--- src/rtl/led_chaser_ctrl_if.sv ---
// Button/strobe bundle between the board keys, the chaser control stage and
// the downstream LED chaser.
//   key_speed_n, key_dir_n, key_pause_n : raw active-low buttons
//   step      : one-clock shift strobe
//   dir       : 0 = rotate toward MSB, 1 = rotate toward LSB
//   paused    : step generation halted
//   speed_sel : 0 slowest .. 3 fastest
// master = side that drives the keys and observes the controls (board/bench).
// slave  = the control stage itself.
interface led_chaser_ctrl_if;
  logic       key_speed_n;
  logic       key_dir_n;
  logic       key_pause_n;
  logic       step;
  logic       dir;
  logic       paused;
  logic [1:0] speed_sel;

  modport master (
    output key_speed_n, key_dir_n, key_pause_n,
    input  step, dir, paused, speed_sel
  );

  modport slave (
    input  key_speed_n, key_dir_n, key_pause_n,
    output step, dir, paused, speed_sel
  );
endinterface

--- src/rtl/led_chaser_ctrl.sv ---
// LED chaser control stage: synchronises and debounces three raw buttons,
// turns key presses into speed / direction / pause state, and produces the
// registered single-cycle step strobe that advances the chaser.
//   clk   : 12 MHz board clock
//   rst_n : asynchronous active-low reset
//   bus   : led_chaser_ctrl_if.slave (keys in, step/dir/paused/speed_sel out)

// Per-key lane: 2-flop synchroniser, stability-count debounce, press pulse.
module led_chaser_key_db #(
  parameter int DEBOUNCE_CYC = 240000,
  parameter int CNT_W        = 24
) (
  input  logic clk,
  input  logic rst_n,
  input  logic key_n,
  output logic press
);
  logic [1:0]       sync_q;
  logic             lvl_q, lvl_d;
  logic [CNT_W-1:0] cnt_q, cnt_d;
  logic             synced;

  assign synced = sync_q[1];

  // Counter only runs while the synced level disagrees with the accepted
  // level; any agreement restarts the stability window.
  always_comb begin
    lvl_d = lvl_q;
    cnt_d = '0;
    press = 1'b0;
    if (synced != lvl_q) begin
      if (cnt_q == CNT_W'(DEBOUNCE_CYC - 1)) begin
        lvl_d = synced;
        press = ~synced;  // only the 1->0 transition is an event
      end else begin
        cnt_d = cnt_q + CNT_W'(1);
      end
    end
  end

  always_ff @(posedge clk or negedge rst_n) begin
    if (!rst_n) begin
      sync_q <= 2'b11;
      lvl_q  <= 1'b1;
      cnt_q  <= '0;
    end else begin
      sync_q <= {sync_q[0], key_n};
      lvl_q  <= lvl_d;
      cnt_q  <= cnt_d;
    end
  end
endmodule

module led_chaser_ctrl #(
  parameter int DEBOUNCE_CYC = 240000,
  parameter int BASE_DIV     = 1200000,
  parameter int CNT_W        = 24
) (
  input  logic               clk,
  input  logic               rst_n,
  led_chaser_ctrl_if.slave   bus
);
  localparam int NUM_KEYS  = 3;
  localparam int KEY_SPD   = 0;
  localparam int KEY_DIR   = 1;
  localparam int KEY_PAUSE = 2;

  logic [NUM_KEYS-1:0] key_n, press;

  assign key_n = {bus.key_pause_n, bus.key_dir_n, bus.key_speed_n};

  for (genvar k = 0; k < NUM_KEYS; k++) begin : g_key
    led_chaser_key_db #(
      .DEBOUNCE_CYC(DEBOUNCE_CYC),
      .CNT_W       (CNT_W)
    ) u_db (
      .clk  (clk),
      .rst_n(rst_n),
      .key_n(key_n[k]),
      .press(press[k])
    );
  end

  logic [CNT_W-1:0] cnt_q, cnt_d, period_m1;
  logic             step_q, step_d;
  logic             dir_q, dir_d;
  logic             paused_q, paused_d;
  logic [1:0]       spd_q, spd_d;

  // Period is BASE_DIV scaled by 8/4/2/1 for speed 0..3.
  assign period_m1 = (CNT_W'(BASE_DIV) << (2'd3 - spd_q)) - CNT_W'(1);

  always_comb begin
    cnt_d    = cnt_q;
    step_d   = 1'b0;
    dir_d    = dir_q ^ press[KEY_DIR];
    paused_d = paused_q ^ press[KEY_PAUSE];
    spd_d    = spd_q;
    if (press[KEY_SPD]) begin
      // Speed change restarts the period and suppresses this cycle's step.
      spd_d = spd_q + 2'd1;
      cnt_d = '0;
    end else if (!paused_q) begin
      // >= rather than == so a shorter new period cannot strand the count.
      if (cnt_q >= period_m1) begin
        cnt_d  = '0;
        step_d = 1'b1;
      end else begin
        cnt_d = cnt_q + CNT_W'(1);
      end
    end
  end

  always_ff @(posedge clk or negedge rst_n) begin
    if (!rst_n) begin
      cnt_q    <= '0;
      step_q   <= 1'b0;
      dir_q    <= 1'b0;
      paused_q <= 1'b0;
      spd_q    <= 2'd1;
    end else begin
      cnt_q    <= cnt_d;
      step_q   <= step_d;
      dir_q    <= dir_d;
      paused_q <= paused_d;
      spd_q    <= spd_d;
    end
  end

  assign bus.step      = step_q;
  assign bus.dir       = dir_q;
  assign bus.paused    = paused_q;
  assign bus.speed_sel = spd_q;
endmodule

--- src/flat_wrapper.sv ---
// flat-port wrapper written by rule: the top's interface ports become plain ports
module led_chaser_ctrl_flat 
#(
  parameter int DEBOUNCE_CYC = 240000,
  parameter int BASE_DIV     = 1200000,
  parameter int CNT_W        = 24
)
  (clk, rst_n, bus_key_speed_n, bus_key_dir_n, bus_key_pause_n, bus_step, bus_dir, bus_paused, bus_speed_sel);
  led_chaser_ctrl_if bus_i ();
  input  logic clk;
  input  logic rst_n;
  input wire logic [$bits(bus_i.key_speed_n)-1:0] bus_key_speed_n;
  input wire logic [$bits(bus_i.key_dir_n)-1:0] bus_key_dir_n;
  input wire logic [$bits(bus_i.key_pause_n)-1:0] bus_key_pause_n;
  output wire logic [$bits(bus_i.step)-1:0] bus_step;
  output wire logic [$bits(bus_i.dir)-1:0] bus_dir;
  output wire logic [$bits(bus_i.paused)-1:0] bus_paused;
  output wire logic [$bits(bus_i.speed_sel)-1:0] bus_speed_sel;
  assign bus_i.key_speed_n = bus_key_speed_n;
  assign bus_i.key_dir_n = bus_key_dir_n;
  assign bus_i.key_pause_n = bus_key_pause_n;
  assign bus_step = bus_i.step;
  assign bus_dir = bus_i.dir;
  assign bus_paused = bus_i.paused;
  assign bus_speed_sel = bus_i.speed_sel;
  led_chaser_ctrl #(.DEBOUNCE_CYC(DEBOUNCE_CYC), .BASE_DIV(BASE_DIV), .CNT_W(CNT_W)) u_core (.clk(clk), .rst_n(rst_n), .bus(bus_i));
endmodule
--- config.mk ---
export PLATFORM = sky130hd
export DESIGN_NAME = led_chaser_ctrl_flat
export DESIGN_NICKNAME = d
export VERILOG_FILES = /design/src/rtl/led_chaser_ctrl_if.sv /design/src/rtl/led_chaser_ctrl.sv /design/src/flat_wrapper.sv
export SDC_FILE = /design/constraint.sdc
export NUM_CORES = 1
export LEC_CHECK = 0
export CORE_UTILIZATION = 60
export DETAILED_ROUTE_END_ITERATION = 16
export DONT_BUFFER_PORTS = 1
export PLACE_DENSITY = 0.83
export SYNTH_ARGS = -nofsm -noshare
export SYNTH_HDL_FRONTEND = slang
export SYNTH_SLANG_ARGS = --single-unit
--- constraint.sdc ---
create_clock -name clk -period 5.25 [get_ports clk]
set_clock_uncertainty 0.15 [all_clocks]
set_input_delay 0.7875 -clock clk [delete_from_list [all_inputs] [get_ports clk]]
set_output_delay 0.7875 -clock clk [all_outputs]
set_load 0.01 [all_outputs]
==> summary.md <==
The flow ran to the end, and the final reports show no timing, DRC or antenna violations. The clock input transition at the sequential cells of the worst setup and hold paths is 0.11 ns, and the number of failing setup endpoints in the final timing report is 0. The max-slew violation total from the final report was 0.

TritonCTS built the clock tree. The total clock buffers created by CTS was 9. The tool flagged a number of max-cap violations equal to 0. For the final antenna-violating net count, the log shows 0. Dividing the detail-routed via count by the number of cells gives 5.83.

The share of total power dissipated in combinational logic is 2.5%. For the via count of the first global-routing pass, the log shows 4,221. The number of synthesized register bits is 110. The net count of the finished layout is 631.

The number of placement rows was 35; the critical path required time was 5.40 ns. The arrival time of data at the critical path endpoint is 3.60 ns. The worst setup path is of the flop to flop kind. The final wirelength was 11,300 um.

The logs give 4,273 for the number of vias in the routed layout and 53.8% for the worst slew slack as a fraction of its limit. The H-tree was split into 3 levels. For the finished layout, the period the worst path requires is 3.45 ns. The area of the core region is 9330 um^2, and the number of I/O pins is 10. The achievable frequency is 290 MHz, and the area share of the largest cell type after synthesis is 42.9%. In this run the tool buffered the top-level ports with 0 buffer cells. In the final layout, the share of cells above drive strength 1 is 9.11%. The critical path crosses 10 cells after its start point. For the final critical-path setup slack, the log shows 1.80 ns. Of the total synthesized cell area, the portion taken by XOR and XNOR cells is 10.4%.

The static power due to leakage was 2.69 nW; the fraction of the mapped netlist area in simple logic gates was 26.7%. The worst hold slack is 0.0732 ns. The first-pass GRT wire length is 19,500 um. The warning count from the yosys run was 0.

The count of distinct cell types in the synthesized netlist was 57; the number of synthesized flops with an enable pin was 0. Synthesis produced 600 cells. At the end of routability-driven placement, the weighted congestion stood at 0.864. The maximum number of pins on one net before global-route repair was 101. The most used flip-flop cell after synthesis is dfrtp_1. The synthesized netlist devotes 5.79% of its cell area to adder and majority cells. At the later pin of the worst-skew pair, clock insertion delay measures 0.39 ns.

For the initial antenna violation count, the log shows 0. The family of cells with the greatest summed delay on the critical path was simple AND/OR/NAND/NOR gates. Averaged over all synthesized cells, the footprint is 9.73 um^2.

The tools report the overall fraction of global-route tracks in use as 24.6%. Slowest cell on the critical path: dfstp_2. Number of diodes added for antenna fixing: 0.

Setup repair after global routing left no endpoint under its margin. By area the synthesized netlist is led by dfrtp_1 (43%), xor2_1 (6.9%), nor2_1 (6.0%). After the first detailed-routing iteration, the DRC count stood at 230.

The transition time at the pin with the least slew margin works out to 0.692 ns. Of all flip-flops after synthesis, the portion carrying an async set or reset was 100%. Clock sink total: 110.

The initial utilization of the core area, before any placement, comes to 62.6%. The signal on the critical path passes through inv_1 > ha_1 > ha_1 > a21oi_1 > o21ai_0 > a221oi_1 > nand2_2 > or3_4 > or3_1 > o21ai_0. After detailed routing, the average wire length per cell comes to 15.4 um. The die is 101 um wide. The layout-stage area growth over the synthesis result works out to 6.02%.

The tools report the mapped cell area as 5840 um^2. The height of the die is 101 um. The run gives 10,100 um^2 as the area of the die.

Measured against the total synthesized area, the mux share comes to 0.579%. Class of the tightest hold or removal check: primary input to asynchronous set/reset pin. The logs give 0 ns for the total negative slack for setup checks and 57.9% for the relative contribution of sequential cells to total power. The clock network fraction of total power is 39.6%. The worst setup path is launched from a flop. The biggest area contributor in the post-synthesis netlist is dfrtp_1. Power spread over the standard cell area amounts to 241 nW/um^2. Across the VDD grid, the largest voltage drop is 0.000189 V.

For this design the total switching power over the nets is 319 uW. The first-pass detailed-route iteration total was 5; the number of buffers and inverters on the critical path was 1. Cell internal power was estimated by the tool at 1.18 mW. For this run, the slowest stage of the critical path takes 0.63 ns. In this run switching power makes up 21.3% of total power. The run gives 2 as the maximum buffer depth of the clock tree. HPWL after detailed placement: 7510 um.

The ratio of final minimum period to clock period is 65.6%, and the maximum net fanout on the critical path is 14. The logs give 0 for the remaining global-route overflow and 1.83 ns for the post-placement setup slack. In this run the clock root is driven by a clkbuf_8. Summing the areas of all compound-gate instances in the mapped netlist gives 6.75% of the synthesized area.

The logs give 632 for the post-synth net total and 47.4% for the post-synthesis sequential area ratio. The worst register-to-register path has a depth of 10. The final hold violation count is 0.

For this run, the share of the core covered by cells in the final layout is 66.4%. Dominant combinational cell family by area after synthesis: simple AND/OR/NAND/NOR gates. The worst setup path is captured at a flop. After detailed routing, the number of remaining DRC violations is 0.
[worst paths after layout]
check                                                    startpoint                                  endpoint  slack [ns]
max                             u_core.bus.speed_sel[0]$_DFFE_PN1P_              u_core.cnt_q[17]$_DFFE_PN0P_        1.80
min                                                           rst_n       u_core.bus.speed_sel[0]$_DFFE_PN1P_        0.07
max reg2reg                     u_core.bus.speed_sel[0]$_DFFE_PN1P_              u_core.cnt_q[17]$_DFFE_PN0P_        1.80
min reg2reg                u_core.g_key[2].u_db.sync_q[0]$_DFF_PN1_  u_core.g_key[2].u_db.sync_q[1]$_DFF_PN1_        0.21
max in group asynchronous                                     rst_n  u_core.g_key[0].u_db.cnt_q[13]$_DFF_PN0_        4.37
min in group clk           u_core.g_key[2].u_db.sync_q[0]$_DFF_PN1_  u_core.g_key[2].u_db.sync_q[1]$_DFF_PN1_        0.21
[layout by cell type (no fill, tap or decap), types with 3 or more instances in the layout]
cell type	count
and4_1	6
clkbuf_8	12
a31oi_1	3
dfrtp_1	100
or2_2	3
nor3_1	13
xnor2_1	23
inv_1	18
dfstp_2	10
a22o_1	5
nand4_1	18
nand3b_1	4
or3_1	9
mux2_2	3
and3_1	19
nor2_1	93
nand3_1	50
o31ai_1	6
nand2_1	42
nor2b_1	3
o21ai_0	22
and3_2	5
xor2_1	46
nor4_1	6
ha_1	27
a21oi_1	17
[layout make-up]
class | count | area (um^2)
Clock inverter | 4 | 76.3
Clock buffer | 12 | 165
Tap cell | 129 | 161
Timing Repair Buffer | 1 | 27.5
Fill cell | 744 | 3140
Multi-Input combinational cell | 459 | 2930
Inverter | 18 | 67.6
Sequential cell | 110 | 2770
[through the flow]
step	power, mW	instance area [um^2]	std cells
after floorplan	0.899	5840	600
after detailed placement	0.903	5920	716
after CTS	1.51	6190	733
after global routing	1.55	6190	733
final	1.49	6190	733
after global placement	0.902	5920	716
[power by group through the flow]
stage	clock network [mW]	registers (mW)	logic, mW
2_1_floorplan	0	0.879	0.0195
3_3_place_gp	0	0.881	0.0208
3_5_place_dp	0	0.881	0.0216
4_1_cts	0.606	0.865	0.0395
5_1_grt	0.638	0.866	0.0436
6_report	0.592	0.865	0.0376
[sequential cells by signal (all words and copies together), names as in the netlist]
register,cells
u_core.bus.dir,1
u_core.bus.paused,1
u_core.bus.speed_sel,2
u_core.bus.step,1
u_core.cnt_q,24
u_core.g_key.u_db.cnt_q,72
u_core.g_key.u_db.lvl_q,3
u_core.g_key.u_db.sync_q,6
[timing repair]
action | 4_1_cts | 5_1_grt
hold buffers | 1 | 0
gates resized for setup | 0 | 0
setup buffers | 0 | 0
endpoints found under the hold margin | 100 | 0
[Yosys cell counts, types with 3 or more instances]
library cell	instances
dfrtp_1	100
nor2_1	93
nand3_1	50
xor2_1	46
nand2_1	42
ha_1	27
xnor2_1	23
o21ai_0	22
and3_1	19
inv_1	18
nand4_1	18
a21oi_1	17
nor3_1	13
dfstp_2	10
or3_1	9
clkbuf_1	8
and4_1	6
nor4_1	6
o31ai_1	6
a22o_1	5
and3_2	5
nand3b_1	4
a31oi_1	3
buf_6	3
mux2_2	3
nor2b_1	3
or2_2	3
[per-layer routing]
metal / up-vias / track usage, % / wire, um
met3: 19 / 5.20 / 535
li1: 2086 / - / -
met1: 2077 / 32.6 / 5000
met4: 0 / 10.9 / 201
met5: - / 0 / 0
met2: 91 / 39.1 / 5530
[logic make-up (layout without fill, tap and decap cells)]
family	after synthesis	in the layout
AO/OA/AOI/OAI	64	64
XOR/XNOR	69	69
adder cells (fa/ha/maj)	27	27
buffers and inverters	31	35
flip-flops	110	110
multiplexers	3	3
AND/OR/NAND/NOR	296	296
[worst reg2reg max path: stages (launching register included)]
cell and delay (ns):
dfstp_2 0.63, inv_1 0.12, ha_1 0.37, ha_1 0.32, a21oi_1 0.20, o21ai_0 0.12
a221oi_1 0.44, nand2_2 0.13, or3_4 0.45, or3_1 0.36, o21ai_0 0.08
No activity file was read; power rests on OpenSTA's default activity.
